--- src/rtl/enemy_shot_if.sv ---
// Bundle of video counters, formation/ship state and shot outputs shared by
// enemy_shot and the game top level.
interface enemy_shot_if #(
   parameter int COLS = 8,
   parameter int ROWS = 3
);
   logic [9:0]           h_counter;
   logic [9:0]           v_counter;
   logic                 enable;
   logic [COLS*ROWS-1:0] alive_mask;
   logic [9:0]           grid_x0;
   logic [9:0]           grid_y0;
   logic [9:0]           posX_nave;
   logic                 shot_active;
   logic [9:0]           posX_shot;
   logic [9:0]           posY_shot;
   logic                 player_hit;
   logic [7:0]           R;
   logic [7:0]           G;
   logic [7:0]           B;

   modport master (
      output h_counter, v_counter, enable, alive_mask, grid_x0, grid_y0, posX_nave,
      input  shot_active, posX_shot, posY_shot, player_hit, R, G, B
   );

   modport slave (
      input  h_counter, v_counter, enable, alive_mask, grid_x0, grid_y0, posX_nave,
      output shot_active, posX_shot, posY_shot, player_hit, R, G, B
   );
endinterface

--- src/rtl/enemy_shot.sv ---
// Enemy shot: picks a shooter column, drops a shot from its lowest invader,
// detects ship collision and draws the shot. ENEMY_SHOT_ACCEL_EN speeds shots up as invaders die.
module enemy_shot #(
   parameter int          COLS            = 8,
   parameter int          ROWS            = 3,
   parameter int          COL_PITCH       = 80,
   parameter int          ROW_PITCH       = 50,
   parameter int          ENEMY_W         = 40,
   parameter int          ENEMY_H         = 30,
   parameter int          SHOT_W          = 4,
   parameter int          SHOT_H          = 12,
   parameter int          SHOT_SPEED      = 4,
   parameter int          COOLDOWN_FRAMES = 30,
   parameter int          SHIP_Y          = 440,
   parameter int          SHIP_W          = 40,
   parameter int          SHIP_H          = 20,
   parameter int          SCREEN_BOTTOM   = 480,
   parameter int          TICK_LINE       = 480,
   parameter logic [15:0] LFSR_SEED       = 16'hACE1
) (
   input logic         clk,
   input logic         reset,
   enemy_shot_if.slave bus
);
   localparam int COL_W = (COLS > 1) ? $clog2(COLS) : 1;
   localparam int ROW_W = (ROWS > 1) ? $clog2(ROWS) : 1;

   localparam logic [1:0] S_COOLDOWN = 2'd0;
   localparam logic [1:0] S_SEARCH   = 2'd1;
   localparam logic [1:0] S_FLIGHT   = 2'd2;

   logic [1:0]       state_q, state_d;
   logic [15:0]      cnt_q, cnt_d;
   logic [COL_W-1:0] col_q, col_d;
   logic [COL_W-1:0] srch_q, srch_d;
   logic [15:0]      lfsr_q, lfsr_d;
   logic [9:0]       v1_q, v2_q;
   logic             active_q, active_d;
   logic [9:0]       posX_q, posX_d;
   logic [9:0]       posY_q, posY_d;
   logic             hit_q, hit_d;
   logic [7:0]       R_q, G_q, B_q;

   logic             tick;
   logic             col_found;
   logic [ROW_W-1:0] row_sel;
   logic [9:0]       spawn_x, spawn_y;
   logic [7:0]       speed;
   logic [10:0]      next_y;
   logic             hit_now, off_now, pix_on;

   assign tick = bus.enable && (v1_q == 10'(TICK_LINE)) && (v2_q != 10'(TICK_LINE));

   // Later rows overwrite earlier ones, so the lowest living invader wins.
   always_comb begin
      col_found = 1'b0;
      row_sel   = '0;
      for (int unsigned r = 0; r < ROWS; r++) begin
         if (bus.alive_mask[r*COLS + 32'(col_q)]) begin
            col_found = 1'b1;
            row_sel   = ROW_W'(r);
         end
      end
   end

   assign spawn_x = 10'(32'(bus.grid_x0) + 32'(col_q)*COL_PITCH + ENEMY_W/2 - SHOT_W/2);
   assign spawn_y = 10'(32'(bus.grid_y0) + 32'(row_sel)*ROW_PITCH + ENEMY_H);

`ifdef ENEMY_SHOT_ACCEL_EN
   logic [7:0]  speed_q, speed_d;
   int unsigned dead;

   always_comb begin
      dead = 0;
      for (int unsigned i = 0; i < COLS*ROWS; i++)
         if (!bus.alive_mask[i]) dead++;
   end

   // Speed is latched at spawn so kills during flight do not change it.
   always_comb begin
      speed_d = speed_q;
      if (bus.enable && state_q == S_SEARCH && col_found)
         speed_d = 8'(SHOT_SPEED + (dead >> 3));
   end

   always_ff @(posedge clk or posedge reset)
      if (reset) speed_q <= 8'(SHOT_SPEED);
      else       speed_q <= speed_d;

   assign speed = speed_q;
`else
   assign speed = 8'(SHOT_SPEED);
`endif

   assign next_y  = {1'b0, posY_q} + 11'(speed);
   assign hit_now = (32'(posX_q) < 32'(bus.posX_nave) + SHIP_W) &&
                    (32'(bus.posX_nave) < 32'(posX_q) + SHOT_W) &&
                    (32'(next_y) < SHIP_Y + SHIP_H) &&
                    (SHIP_Y < 32'(next_y) + SHOT_H);
   assign off_now = 32'(next_y) >= SCREEN_BOTTOM;

   always_comb begin
      state_d  = state_q;
      cnt_d    = cnt_q;
      col_d    = col_q;
      srch_d   = srch_q;
      active_d = active_q;
      posX_d   = posX_q;
      posY_d   = posY_q;
      hit_d    = 1'b0;
      lfsr_d   = {lfsr_q[14:0], lfsr_q[15] ^ lfsr_q[13] ^ lfsr_q[12] ^ lfsr_q[10]};
      if (bus.enable) begin
         case (state_q)
            S_COOLDOWN: if (tick) begin
               if (cnt_q == '0) begin
                  col_d   = COL_W'(32'(lfsr_q[2:0]) % COLS);
                  srch_d  = '0;
                  state_d = S_SEARCH;
               end else begin
                  cnt_d = cnt_q - 16'd1;
               end
            end
            S_SEARCH: begin
               if (col_found) begin
                  posX_d   = spawn_x;
                  posY_d   = spawn_y;
                  active_d = 1'b1;
                  state_d  = S_FLIGHT;
               end else if (32'(srch_q) == COLS-1) begin
                  cnt_d   = 16'(COOLDOWN_FRAMES);
                  state_d = S_COOLDOWN;
               end else begin
                  srch_d = srch_q + 1'b1;
                  col_d  = (32'(col_q) == COLS-1) ? '0 : col_q + 1'b1;
               end
            end
            S_FLIGHT: if (tick) begin
               if (hit_now || off_now) begin
                  hit_d    = hit_now;
                  active_d = 1'b0;
                  cnt_d    = 16'(COOLDOWN_FRAMES);
                  state_d  = S_COOLDOWN;
               end else begin
                  posY_d = next_y[9:0];
               end
            end
            default: state_d = S_COOLDOWN;
         endcase
      end
   end

   assign pix_on = active_q &&
                   (bus.h_counter >= posX_q) && (32'(bus.h_counter) < 32'(posX_q) + SHOT_W) &&
                   (bus.v_counter >= posY_q) && (32'(bus.v_counter) < 32'(posY_q) + SHOT_H);

   always_ff @(posedge clk or posedge reset) begin
      if (reset) begin
         state_q  <= S_COOLDOWN;
         cnt_q    <= 16'(COOLDOWN_FRAMES);
         col_q    <= '0;
         srch_q   <= '0;
         lfsr_q   <= LFSR_SEED;
         v1_q     <= '0;
         v2_q     <= '0;
         active_q <= 1'b0;
         posX_q   <= '0;
         posY_q   <= '0;
         hit_q    <= 1'b0;
         R_q      <= '0;
         G_q      <= '0;
         B_q      <= '0;
      end else begin
         state_q  <= state_d;
         cnt_q    <= cnt_d;
         col_q    <= col_d;
         srch_q   <= srch_d;
         lfsr_q   <= lfsr_d;
         v1_q     <= bus.v_counter;
         v2_q     <= v1_q;
         active_q <= active_d;
         posX_q   <= posX_d;
         posY_q   <= posY_d;
         hit_q    <= hit_d;
         R_q      <= pix_on ? 8'hFF : 8'h00;
         G_q      <= pix_on ? 8'h40 : 8'h00;
         B_q      <= pix_on ? 8'h40 : 8'h00;
      end
   end

   assign bus.shot_active = active_q;
   assign bus.posX_shot   = posX_q;
   assign bus.posY_shot   = posY_q;
   assign bus.player_hit  = hit_q;
   assign bus.R           = R_q;
   assign bus.G           = G_q;
   assign bus.B           = B_q;
endmodule

--- src/flat_wrapper.sv ---
// flat-port wrapper written by rule: the top's interface ports become plain ports
module enemy_shot_flat 
#(
   parameter int          COLS            = 8,
   parameter int          ROWS            = 3,
   parameter int          COL_PITCH       = 80,
   parameter int          ROW_PITCH       = 50,
   parameter int          ENEMY_W         = 40,
   parameter int          ENEMY_H         = 30,
   parameter int          SHOT_W          = 4,
   parameter int          SHOT_H          = 12,
   parameter int          SHOT_SPEED      = 4,
   parameter int          COOLDOWN_FRAMES = 30,
   parameter int          SHIP_Y          = 440,
   parameter int          SHIP_W          = 40,
   parameter int          SHIP_H          = 20,
   parameter int          SCREEN_BOTTOM   = 480,
   parameter int          TICK_LINE       = 480,
   parameter logic [15:0] LFSR_SEED       = 16'hACE1
)
  (clk, reset, bus_h_counter, bus_v_counter, bus_enable, bus_alive_mask, bus_grid_x0, bus_grid_y0, bus_posX_nave, bus_shot_active, bus_posX_shot, bus_posY_shot, bus_player_hit, bus_R, bus_G, bus_B);
  enemy_shot_if #(.COLS(COLS), .ROWS(ROWS)) bus_i ();
  input logic clk;
  input logic reset;
  input wire logic [$bits(bus_i.h_counter)-1:0] bus_h_counter;
  input wire logic [$bits(bus_i.v_counter)-1:0] bus_v_counter;
  input wire logic [$bits(bus_i.enable)-1:0] bus_enable;
  input wire logic [$bits(bus_i.alive_mask)-1:0] bus_alive_mask;
  input wire logic [$bits(bus_i.grid_x0)-1:0] bus_grid_x0;
  input wire logic [$bits(bus_i.grid_y0)-1:0] bus_grid_y0;
  input wire logic [$bits(bus_i.posX_nave)-1:0] bus_posX_nave;
  output wire logic [$bits(bus_i.shot_active)-1:0] bus_shot_active;
  output wire logic [$bits(bus_i.posX_shot)-1:0] bus_posX_shot;
  output wire logic [$bits(bus_i.posY_shot)-1:0] bus_posY_shot;
  output wire logic [$bits(bus_i.player_hit)-1:0] bus_player_hit;
  output wire logic [$bits(bus_i.R)-1:0] bus_R;
  output wire logic [$bits(bus_i.G)-1:0] bus_G;
  output wire logic [$bits(bus_i.B)-1:0] bus_B;
  assign bus_i.h_counter = bus_h_counter;
  assign bus_i.v_counter = bus_v_counter;
  assign bus_i.enable = bus_enable;
  assign bus_i.alive_mask = bus_alive_mask;
  assign bus_i.grid_x0 = bus_grid_x0;
  assign bus_i.grid_y0 = bus_grid_y0;
  assign bus_i.posX_nave = bus_posX_nave;
  assign bus_shot_active = bus_i.shot_active;
  assign bus_posX_shot = bus_i.posX_shot;
  assign bus_posY_shot = bus_i.posY_shot;
  assign bus_player_hit = bus_i.player_hit;
  assign bus_R = bus_i.R;
  assign bus_G = bus_i.G;
  assign bus_B = bus_i.B;
  enemy_shot #(.COLS(COLS), .ROWS(ROWS), .COL_PITCH(COL_PITCH), .ROW_PITCH(ROW_PITCH), .ENEMY_W(ENEMY_W), .ENEMY_H(ENEMY_H), .SHOT_W(SHOT_W), .SHOT_H(SHOT_H), .SHOT_SPEED(SHOT_SPEED), .COOLDOWN_FRAMES(COOLDOWN_FRAMES), .SHIP_Y(SHIP_Y), .SHIP_W(SHIP_W), .SHIP_H(SHIP_H), .SCREEN_BOTTOM(SCREEN_BOTTOM), .TICK_LINE(TICK_LINE), .LFSR_SEED(LFSR_SEED)) u_core (.clk(clk), .reset(reset), .bus(bus_i));
endmodule
--- config.mk ---
export PLATFORM = sky130hd
export DESIGN_NAME = enemy_shot_flat
export DESIGN_NICKNAME = d
export VERILOG_FILES = /design/src/rtl/enemy_shot_if.sv /design/src/rtl/enemy_shot.sv /design/src/flat_wrapper.sv
export SDC_FILE = /design/constraint.sdc
export NUM_CORES = 1
export LEC_CHECK = 0
export CAP_MARGIN = 10
export CORE_MARGIN = 3
export CORE_UTILIZATION = 50
export DETAILED_ROUTE_END_ITERATION = 6
export HOLD_SLACK_MARGIN = 0.06
export PLACE_DENSITY = 0.83
export SYNTH_ARGS = -nofsm -noshare
export SYNTH_HDL_FRONTEND = slang
export SYNTH_SLANG_ARGS = --single-unit
--- constraint.sdc ---
create_clock -name clk -period 6.75 [get_ports clk]
set_input_delay 1.35 -clock clk [delete_from_list [all_inputs] [get_ports clk]]
set_output_delay 1.35 -clock clk [all_outputs]
set_load 0.01 [all_outputs]
Yosys cells after proc, flatten, opt, wreduce, memory -nomap -nowiden
Cells that the tools add are included.
W data, S select, Z words.

word-level totals
  input port bits = 77
  bits in latches = 0
  memory bits (writable) = 0
  output and inout bits = 46
  memories kept = 0
  bits in read-only memories = 0
  flip-flop bits (word level) = 98

operators by class
  bitwise logic cells = 3
  $lt $le $gt $ge = 12
  reductions and logical operators = 21
  add/subtract/negate cells = 15
  multiplexer cells = 50
  divide/modulo/power cells = 0
  equal/unequal tests = 17
  $mul = 2
  shift operators = 0

operator list
  cell                     count
  $lt A10 B32 Y1           4
  $mux W16                 6
  $lt A32 B6 Y1 const B    2
  $pmux W16 S3             1
  $lt A9 B32 Y1 const A    1
  $mux W10                 3
  $mux W3                  9
  $add A10 B3 Y11 const B  2
  $add A10 B5 Y10 const B  2
  $ge A10 B10 Y1           2
  $pmux W10 S2             1
  $logic_not A16 Y1        1
  $sub A16 B1 Y16 const B  1
  $mux W1                  14
  $mux W2                  7
  $add A11 B4 Y12 const B  1
  $ne A2 B1 Y1 const B     6
  $pmux W3 S2              2
  $reduce_and A6 Y1        2
  $add A10 B4 Y11 const B  1
  $add A10 B6 Y11 const B  1
  $ge A11 B9 Y1 const B    1
  $lt A11 B9 Y1 const B    1
  $add A10 B10 Y10         1
  30 further kinds         48

Logic depth before layout (Yosys ltp)
Gate-level depths: netlist of run 1.

  word-level depth = 10
  mapped depth = 18

Worst setup path before layout of run 1
No wires, ideal clock.

  kind = input to register
  start = in bus_posX_nave[3]
  end = reg u_core.cnt_q[5]
  stages on the path = 14
  buffers on the path = 3
  data required time = 6.658 ns
  slack = 2.770 ns
  data arrival time = 3.888 ns
  cells stage by stage = ha_1 o21ai_0 xor2_1 ha_1 a21oi_1 o221ai_1 o21ai_0 a31oi_1 o22a_1 clkbuf_1 or3_1 buf_2 buf_6 o31ai_2

between the ends
  cells in the longest elaborated chain, start to end = 8
  elaborated cells on any way between the ends = 9
  those cells by class = add/sub (1); order compare (2); eq/ne (1); reduce/logical (5)

RTL lines
  what                                  RTL line            text
  start, declared                       flat_wrapper.sv:31  input wire logic [$bits(bus_i.posX_nave)-1:0] bus_posX_nave;
  $add A10 B6 Y11                       enemy_shot.sv:96    assign hit_now = (32'(posX_q) < 32'(bus.posX_nave) + SHIP_W) &&
  $lt A10 B32 Y1                        enemy_shot.sv:96
  $logic_and A1 B1 Y1 *                 enemy_shot.sv:96
  $logic_and A1 B1 Y1 *                 enemy_shot.sv:97    (32'(bus.posX_nave) < 32'(posX_q) + SHOT_W) &&
  $logic_and A1 B1 Y1 *                 enemy_shot.sv:98    (32'(next_y) < SHIP_Y + SHIP_H) &&
  $logic_or A1 B1 Y1 *                  enemy_shot.sv:138   if (hit_now || off_now) begin
  $ne A2 B1 Y1 (no source line) *       --
  $reduce_and A8 Y1 (no source line) *  --
  end signal, assigned                  enemy_shot.sv:159   cnt_q <= 16'(COOLDOWN_FRAMES);
  end signal, assigned                  enemy_shot.sv:174   cnt_q <= cnt_d;
  end, declared                         enemy_shot.sv:33    logic [15:0] cnt_q, cnt_d;

Every way passes the cells marked *; elsewhere a longest branch is shown, timed or not.
A chain may end at the register's enable or synchronous reset.

Worst setup path in the final report of run 1
  start = in bus_posX_nave[3]
  end = reg u_core.cnt_q[12]

The elaborated chain is that of the path after synthesis.

==> results of run 1 <==
area by class of cell:
type / instances / area [um^2]
Tap cell: 168 / 210.2
Inverter: 59 / 222.7
Clock inverter: 5 / 53.80
Sequential cell: 83 / 2092
Clock buffer: 11 / 232.7
Fill cell: 1044 / 4501
Multi-Input combinational cell: 519 / 3904
Timing Repair Buffer: 110 / 1096
per-layer routing:
layer / track usage, % / up-vias
met3: 6.173 / 27
met5: 0 / -
met4: 6.514 / 0
met2: 39.30 / 178
li1: - / 2636
met1: 27.74 / 2556
logic make-up (layout without fill, tap and decap cells):
group                    count (synthesis)  after routing  share of synthesized area, %
flip-flops                              83             83                         32.35
adder cells (fa/ha/maj)                 97             97                         18.88
multiplexers                            19             19                         4.256
AO/OA/AOI/OAI                          175            175                         17.66
AND/OR/NAND/NOR                        176            176                         13.68
other                                    1             15                       0.05798
XOR/XNOR                                37             37                         5.011
buffers and inverters                  110            185                         8.106
report_power, final:
group | switching (uW) | internal (uW)
Combinational | 1010 | 875
Sequential | 256 | 630
Clock | 196 | 285
Total | 1460 | 1790
flip-flops by register name, indices dropped and copies added, names as in the netlist:
name / flops
u_core.bus.shot_active: 1
u_core.v1_q: 10
u_core.srch_q: 3
u_core.col_q: 3
u_core.bus.posX_shot: 10
u_core.bus.player_hit: 1
u_core.state_q: 2
u_core.lfsr_q: 16
u_core.bus.R: 1
u_core.v2_q: 10
u_core.bus.posY_shot: 10
u_core.cnt_q: 16
synth_stat cells (5+ instances only):
cell type,number
nor3_1,19
a21oi_1,42
o22ai_1,11
mux2i_1,5
inv_1,57
a211oi_1,7
nand2b_1,11
and3_1,5
clkbuf_1,17
o21ai_1,18
nor2_1,36
or3_1,8
a31oi_1,5
dfrtp_1,71
nand3_1,16
nor4_1,6
nand2_1,45
ha_1,96
o31ai_1,14
mux4_2,6
buf_4,23
xor2_1,10
xnor2_1,27
a21o_1,14
dfstp_2,12
o21ai_0,25
buf_2,8
nor2b_1,7
per-stage QoR:
stage	hold slack (ns)	total power, uW
floorplan	0.3312	2204
global placement	0.3359	2672
detailed placement	0.3387	2759
CTS	0.3540	3259
global route	0.3613	3542
finish	0.3544	3250
path summary, 6_finish.rpt:
check,end,cells past startpoint,slack (ns)
worst max-delay path,u_core.cnt_q[12]$_DFFE_PP0P_,13,1.91
worst min-delay path,u_core.lfsr_q[10]$_DFF_PP1_,0,0.35
worst max register to register,u_core.cnt_q[13]$_DFFE_PP0P_,14,2.44
min in group asynchronous,u_core.cnt_q[10]$_DFFE_PP0P_,3,1.67
worst min register to register,u_core.lfsr_q[10]$_DFF_PP1_,0,0.35
max in group asynchronous,u_core.bus.posY_shot[5]$_DFFE_PP0P_,3,4.44
worst reg2reg max path: cells and delay by family, from the launching register on:
| kind | cells | cell delay (ns) |
|---|---|---|
| compound gates | 4 | 1.14 |
| buf+inv | 1 | 0.21 |
| simple gates | 6 | 1.65 |
| xor+xnor | 1 | 0.11 |
| fa+ha+maj | 2 | 0.55 |
| flops | 1 | 0.52 |
==> reports/results.ini, run 1 <==
[cts]
clk_pin_slew_ns = 0.06
post_cts_buffers = 0
cts_root_buffer = clkbuf_16
clock-sinks = 83
cts_made_buffers = 9
post_cts_resized = 0
clk_latency_ns = 0.35
clockBufferDepth = 2
cts_hold_buf = 0
htree_levels = 3
cts_tree = built

[sta]
drv_slew = 0
tightest_slew_ns = 1.028
fmax_mhz = 206.5
hold_violations = 0
finalSetupTns_ns = 0
setup-violations-final = 0
rsz0062_at_grt = false
skew_ns = 0.007210
maxSlewHeadroom_pct = 31.50
finalCritPeriodShare_pct = 71.73
setup_ws_ns = 1.908
fin_crit_ns = 4.842

[synth]
synth-edff-count = 0
synth_area_leader_cell = dfrtp_1
ys_types = 65
ys_ff_latch = 83
yosysSeqAreaShare_pct = 32.35
synthArstFlopShare_pct = 100.0
synth_top_area_share_pct = 27.47
synthTopCellsByArea = dfrtp_1 (27%), ha_1 (19%), dfstp_2 (4.9%)
ys.flop_type = dfrtp_1
syn_avg_cell_area_um2 = 9.266
syn-cell-area_um2 = 6467
yosys_warnings = 0
synth_cells = 698

[critical_path]
crit_path_max_fanout = 19
arrival_ns = 5.06
startpoint_type = input pin
cp-end-kind = flip-flop
crit_type = in -> reg
cpPeakStageDelay_ns = 0.68
path_delay_family = compound AO/OA/AOI/OAI gates
worstPathRequired_ns = 6.97
crit_start = bus_posX_nave[3]
r2r-start = u_core.bus.posX_shot[2]$_DFFE_PP0P_
crit_buf_inv = 2
cp_slowest_cell = or3_1
path_cells = clkdlybuf4s50_1 > ha_1 > o21ai_0 > xor2_1 > ha_1 > a21oi_1 > o221ai_1 > o21ai_0 > a31oi_1 > buf_4 > o22a_1 > or3_1 > o41ai_1

[layout]
utilization_pct = 63.45
diodes = 0
final_net_count = 956
drive_gt1_share_pct = 6.099
syn_to_final_growth_pct = 20.78
final_cell_mix = clkdlybuf4s50_1 (108), ha_1 (96), dfrtp_1 (71), inv_1 (56), nand2_1 (45)
layout_commonest_cell = clkdlybuf4s50_1
design_area_um2 = 7811
fin_cells = 955

[drt]
dr.pass1.iters = 7
met3WireLength_mm = 1.026
met1Wirelength_mm = 6.720
first_iter_violations = 334
drc_errors = 0
wl_met2_mm = 7.850
wl_mm = 15.90
ant_nets = 0
routed.top_layer = met4
vias = 5397
wl_per_cell_um = 16.65
via_per_inst = 5.651

[placement]
gp_congestion = 0.9030
placed_area_um2 = 7525
dp_cells = 939
dp_slack_ns = 1.578
dp_hpwl_mm = 12.46
port_buffers = 108

[floorplanning]
die_w_um = 119.7
core_um2 = 12310
row_count = 40
ios = 123
initial_core_util_pct = 52.53
dieArea_um2 = 14340
die_h_um = 119.7

[grt]
antenna_found_initial = 0
grtUsageTotal_pct = 22.69
overflow = 0
grt_pass1_wl_mm = 26.45
grt_max_degree = 84
grt_pass1_vias = 5524

[power]
leakage_uw = 0.003516
peakVddDrop_mv = 0.2088
power_density_nw_per_um2 = 416.1

[hold_path]
hp-class = reg -> reg
min_from = u_core.lfsr_q[9]$_DFF_PP0_

[run_status]
status = finished, final reports clean

[flow_run]
cap_viol_max_count = 0

Power figures use the tool's default switching activity.
==> run 2: changes to the inputs <==
--- a/config.mk
+++ b/config.mk
@@ -7,10 +7,10 @@
 export LEC_CHECK = 0
 export CAP_MARGIN = 10
 export CORE_MARGIN = 3
-export CORE_UTILIZATION = 50
+export CORE_UTILIZATION = 48
 export DETAILED_ROUTE_END_ITERATION = 6
 export HOLD_SLACK_MARGIN = 0.06
-export PLACE_DENSITY = 0.83
+export PLACE_DENSITY = 0.84
 export SYNTH_ARGS = -nofsm -noshare
 export SYNTH_HDL_FRONTEND = slang
 export SYNTH_SLANG_ARGS = --single-unit
==> constraint.sdc (replaced) <==
create_clock -name clk -period 4.15 [get_ports clk]
set_input_delay 0.83 -clock clk [delete_from_list [all_inputs] [get_ports clk]]
set_output_delay 0.83 -clock clk [all_outputs]
set_load 0.01 [all_outputs]
==> run 2 against run 1 <==
Power increased by 63%. Cell count up 1.2%. Combinational power grew 63%. Highest routed layer unchanged.
==> reports/results.ini, run 2 (synthesized netlist as in run 1, its figures left out) <==
[sta]
rsz0062_at_grt = false
hold_violations = 0  ; unchanged
tightest_slew_ns = 0.8022  ; -0.2253 ns
setup_ws_ns = 0.3553  ; -1.553 ns
setup-violations-final = 0  ; unchanged
fmax_mhz = 263.5
maxSlewHeadroom_pct = 46.46  ; +15 points
skew_ns = 0.009850  ; +0.002640 ns
finalSetupTns_ns = 0  ; unchanged
fin_crit_ns = 3.795
finalCritPeriodShare_pct = 91.44
drv_slew = 0  ; unchanged

[critical_path]
cp_slowest_cell = clkdlybuf4s50_1
path_cells = clkdlybuf4s50_1 > ha_1 > o21ai_0 > xor2_1 > ha_1 > a21oi_1 > o221ai_1 > o21ai_0 > a31oi_1 > o22a_1 > or3_1 > buf_4 > o31ai_1
crit_buf_inv = 2  ; unchanged
worstPathRequired_ns = 4.39  ; -2.58 ns
cpPeakStageDelay_ns = 0.49  ; -0.19 ns
path_delay_family = compound AO/OA/AOI/OAI gates
startpoint_type = input pin
cp-end-kind = flip-flop
crit_path_max_fanout = 14  ; -5
arrival_ns = 4.04  ; -1.02 ns
crit_type = in -> reg

[drt]
vias = 5388  ; -0.17%
wl_mm = 15.49  ; -2.6%
wl_per_cell_um = 16.04  ; -3.7%
drc_errors = 0  ; unchanged
ant_nets = 0  ; unchanged
dr.pass1.iters = 4  ; -3
via_per_inst = 5.578  ; -1.3%
first_iter_violations = 250  ; -25%

[floorplanning]
row_count = 41  ; +2.5%
initial_core_util_pct = 50.23  ; -2.3 points
core_um2 = 12880  ; +4.6%
dieArea_um2 = 14900  ; +4.0%
die_w_um = 122.1  ; +2.0%
die_h_um = 122.1  ; +2.0%
ios = 123  ; unchanged

[power]
power_density_nw_per_um2 = 672.0  ; +62%
peakVddDrop_mv = 0.3687  ; +77%
leakage_uw = 0.003548  ; +0.92%

[cts]
clk_latency_ns = 0.35  ; about the same
clk_pin_slew_ns = 0.06  ; about the same
cts_root_buffer = clkbuf_16
post_cts_buffers = 0  ; unchanged
htree_levels = 3  ; unchanged
clockBufferDepth = 2  ; unchanged
cts_hold_buf = 0  ; unchanged
cts_made_buffers = 9  ; unchanged
cts_tree = built
clock-sinks = 83  ; unchanged
post_cts_resized = 0  ; unchanged

[layout]
syn_to_final_growth_pct = 21.73
drive_gt1_share_pct = 6.801  ; +0.70 points
final_cell_mix = clkdlybuf4s50_1 (108), ha_1 (96), dfrtp_1 (71), inv_1 (56), nand2_1 (45)
layout_commonest_cell = clkdlybuf4s50_1
final_net_count = 963  ; +0.73%
reg.largest.list = u_core.cnt_q: 16 flops, u_core.lfsr_q: 16 flops
diodes = 0  ; unchanged

[placement]
gp_congestion = 0.9153  ; +1.4%
port_buffers = 108  ; unchanged
dp_hpwl_mm = 11.81  ; -5.3%
dp_slack_ns = 0.01229  ; -1.566 ns

[grt]
antenna_found_initial = 0  ; unchanged
grt_max_degree = 47  ; -44%
grt_pass1_vias = 5330  ; -3.5%
grt_pass1_wl_mm = 25.54  ; -3.5%
grtUsageTotal_pct = 21.34  ; -1.4 points
overflow = 0  ; unchanged

[hold_path]
hp-class = reg -> reg

[run_status]
status = finished, final reports clean

[flow_run]
cap_viol_max_count = 0  ; unchanged

run 2: changes by cell type in the layout (fill, tap and decap cells not counted), sizes merged:
cell    before  now
buf          2    9
clkinv       5    3
clkbuf      11   13
run 2: path summary, 6_finish.rpt:
| kind | startpoint | end | slack (ns) | depth (start not counted) |
|---|---|---|---|---|
| setup / recovery | bus_posX_nave[3] | u_core.cnt_q[11]$_DFFE_PP0P_ | 0.36 | 13 |
| max in group asynchronous | reset | u_core.cnt_q[9]$_DFFE_PP0P_ | 2.47 | 3 |
| hold reg to reg | u_core.lfsr_q[3]$_DFF_PP0_ | u_core.lfsr_q[4]$_DFF_PP0_ | 0.35 | 0 |
| min in group asynchronous | reset | u_core.v1_q[1]$_DFF_PP0_ | 0.94 | 2 |
| setup reg to reg | u_core.bus.posX_shot[4]$_DFFE_PP0P_ | u_core.cnt_q[11]$_DFFE_PP0P_ | 0.45 | 14 |
| hold / removal | u_core.lfsr_q[3]$_DFF_PP0_ | u_core.lfsr_q[4]$_DFF_PP0_ | 0.35 | 0 |
run 2: stage by stage:
stage	total power, uW	utilization (%)	cells	instance area [um^2]	hold slack [ns]
finish	5291	61.14	966	7873	0.3470
global route	5770	61.14	966	7873	0.3611
CTS	5308	61.14	966	7873	0.3495
detailed placement	4450	58.89	950	7582	0.3402
floorplan	3585	-	712	6520	0.3312
global placement	4373	58.89	950	7582	0.3362
run 2: final cells by class:
type	instances	area [um^2]
Timing Repair Buffer	117	1149
Fill cell	1084	5004
Tap cell	172	215.2
Multi-Input combinational cell	519	3904
Inverter	59	222.7
Clock buffer	13	250.2
Sequential cell	83	2092
Clock inverter	3	40.04
run 2: power by group:
| part | switching, uW | internal [uW] | total [uW] |
|---|---|---|---|
| Combinational | 1630 | 1450 | 3070 |
| Clock | 322 | 482 | 804 |
| Sequential | 391 | 1020 | 1410 |
run 2: metal layers:
metal	GRT usage (%)	vias to the layer above	part of all wire (%)
li1	-	2643	-
met1	27.48	2571	44
met2	35.81	155	48
met3	5.896	19	6.5
met4	4.969	0	1.3
met5	0	-	0
==> run 3: changes to the inputs <==
--- a/config.mk
+++ b/config.mk
@@ -6,11 +6,12 @@
 export NUM_CORES = 1
 export LEC_CHECK = 0
 export CAP_MARGIN = 10
-export CORE_MARGIN = 3
+export CORE_MARGIN = 8
 export CORE_UTILIZATION = 48
 export DETAILED_ROUTE_END_ITERATION = 6
 export HOLD_SLACK_MARGIN = 0.06
 export PLACE_DENSITY = 0.84
+export SKIP_CTS_REPAIR_TIMING = 1
 export SYNTH_ARGS = -nofsm -noshare
 export SYNTH_HDL_FRONTEND = slang
 export SYNTH_SLANG_ARGS = --single-unit
==> run 3 against run 2 <==
Die area increased by 17%. Sequential cell count unchanged. First-iteration DRC count increased by 15%. Worst hold slack got worse by 0.0036 ns. Clock skew increased by 0.00065 ns. Power increased by 2.1%. Sequential power about the same. Clock power increased by 9.0%. Final area increased by 0.81%. Combinational power increased by 2%. Critical path type unchanged. Critical endpoint is now u_core.cnt_q[14]$_DFFE_PP0P_.
==> reports/results.ini, run 3 (synthesized netlist as in run 1, its figures left out) <==
[critical_path]
path_cells = clkdlybuf4s50_1 > ha_1 > o21ai_0 > xor2_1 > ha_1 > a21oi_1 > o221ai_1 > o21ai_0 > a31oi_1 > o22a_1 > or3_1 > buf_4 > o41ai_1
arrival_ns = 4.00  ; -0.04 ns
rr_endpoint = u_core.cnt_q[14]$_DFFE_PP0P_
cp-end-kind = flip-flop
crit_type = in -> reg
cp_slowest_cell = clkdlybuf4s50_1
worstPathRequired_ns = 4.38  ; about the same
r2r_slack_ns = 0.42  ; -0.03 ns
startpoint_type = input pin
cpPeakStageDelay_ns = 0.49  ; about the same
r2r_cells = 14  ; unchanged
crit_path_max_fanout = 14  ; unchanged
r2r-start = u_core.bus.posX_shot[2]$_DFFE_PP0P_

[layout]
final_net_count = 965  ; +0.21%
syn_to_final_growth_pct = 22.71
diodes = 0  ; unchanged
final_cell_mix = clkdlybuf4s50_1 (108), ha_1 (96), dfrtp_1 (71), inv_1 (56), nand2_1 (45)
reg.largest.list = u_core.cnt_q: 16 flops, u_core.lfsr_q: 16 flops
drive_gt1_share_pct = 7.412  ; +0.61 points
layout_commonest_cell = clkdlybuf4s50_1

[cts]
cts_tree = built
cts_made_buffers = 9  ; unchanged
clock-sinks = 83  ; unchanged
cts_root_buffer = clkbuf_16
clk_latency_ns = 0.35  ; about the same
clockBufferDepth = 2  ; unchanged
clk_pin_slew_ns = 0.06  ; about the same
htree_levels = 3  ; unchanged

[drt]
ant_nets = 0  ; unchanged
first_iter_violations = 288  ; +15%
wl_mm = 15.94  ; +2.9%
via_per_inst = 5.566  ; -0.21%
wl_per_cell_um = 16.40  ; +2.3%
vias = 5410  ; +0.41%
dr.pass1.iters = 7  ; +3
drc_errors = 0  ; unchanged

[power]
leakage_uw = 0.003571  ; +0.65%
peakVddDrop_mv = 0.3488  ; -5.4%
power_density_nw_per_um2 = 680.5  ; +1.3%

[hold_path]
min_to = u_core.lfsr_q[5]$_DFF_PP1_
hp-class = reg -> reg
min_from = u_core.lfsr_q[4]$_DFF_PP0_
hold_depth = 0  ; unchanged

[sta]
skew_ns = 0.01050  ; +0.0006537 ns
fin_crit_ns = 3.771  ; -0.02411 ns
drv_slew = 0  ; unchanged
maxSlewHeadroom_pct = 47.44  ; +0.98 points
hold_violations = 0  ; unchanged
fmax_mhz = 265.2  ; +0.64%
rsz0062_at_grt = false
setup-violations-final = 0  ; unchanged
finalCritPeriodShare_pct = 90.86  ; -0.58 points
setup_ws_ns = 0.3794  ; +0.02410 ns
finalSetupTns_ns = 0  ; unchanged
tightest_slew_ns = 0.7875  ; -0.01475 ns

[placement]
dp_slack_ns = 0.04431  ; +0.03201 ns
gp_congestion = 0.9168  ; +0.16%
port_buffers = 108  ; unchanged
dp_hpwl_mm = 12.56  ; +6.4%

[floorplanning]
ios = 123  ; unchanged
dieArea_um2 = 17440  ; +17%
row_count = 42  ; +2.4%
die_w_um = 132.1  ; +8.2%
core_um2 = 13190  ; +2.4%
die_h_um = 132.1  ; +8.2%
initial_core_util_pct = 49.03  ; -1.2 points

[grt]
grt_pass1_wl_mm = 26.81  ; +5.0%
overflow = 0  ; unchanged
grt_max_degree = 44  ; -6.4%
antenna_found_initial = 0  ; unchanged
grt_pass1_vias = 5516  ; +3.5%
grtUsageTotal_pct = 18.56  ; -2.8 points

[run_status]
status = finished, final reports clean

[flow_run]
cap_viol_max_count = 0  ; unchanged

run 3: report_power, final:
part | total, uW | switching, uW | internal [uW]
registers | 1390 | 364 | 1020
clock network | 876 | 329 | 547
logic | 3140 | 1680 | 1460
run 3: cell type report:
class | instances | area [um^2]
fill | 1102 | 5254
multi-input combinational | 519 | 3910
sequential | 83 | 2092
timing repair buffer | 119 | 1164
clock buffer | 11 | 242.7
inverter | 59 | 222.7
tap | 176 | 220.2
clock inverter | 5 | 85.08
run 3: layer usage:
layer / part of all wire (%) / GRT usage (%)
met5: 0 / 0
met4: 1.7 / 5.552
met3: 6.8 / 6.250
met2: 48 / 30.51
met1: 44 / 22.50
run 3: how the worst max path moves through the flow:
stage | startpoint | end | cells after the start
finish | bus_posX_nave[3] | u_core.cnt_q[14]$_DFFE_PP0P_ | 13
global route | u_core.bus.posX_shot[2]$_DFFE_PP0P_ | u_core.cnt_q[14]$_DFFE_PP0P_ | 15
CTS | u_core.bus.posX_shot[2]$_DFFE_PP0P_ | u_core.cnt_q[14]$_DFFE_PP0P_ | 14
detailed placement | bus_posX_nave[3] | u_core.cnt_q[14]$_DFFE_PP0P_ | 13
global placement | bus_posX_nave[3] | u_core.cnt_q[14]$_DFFE_PP0P_ | 13
floorplan | u_core.bus.posX_shot[2]$_DFFE_PP0P_ | u_core.cnt_q[5]$_DFFE_PP0P_ | 17
run 3: stage by stage:
| step | util, % | hold WS, ns | power, uW | instances | instance area [um^2] |
|---|---|---|---|---|---|
| after floorplan | - | 0.3312 | 3585 | 712 | 6520 |
| after global placement | 57.64 | 0.3333 | 4396 | 956 | 7602 |
| after detailed placement | 57.64 | 0.3452 | 4486 | 956 | 7602 |
| after CTS | 60.12 | 0.3424 | 5404 | 972 | 7930 |
| after global routing | 60.17 | 0.3519 | 5909 | 972 | 7936 |
| final | 60.17 | 0.3434 | 5401 | 972 | 7936 |
run 3: worst max-delay path, delay by kind of cell:
family | cells | cell delay, ns
XOR/XNOR | 1 | 0.17
AO/OA/AOI/OAI | 7 | 1.42
AND/OR/NAND/NOR | 1 | 0.35
buffers and inverters | 2 | 0.69
adder cells (fa/ha/maj) | 2 | 0.54
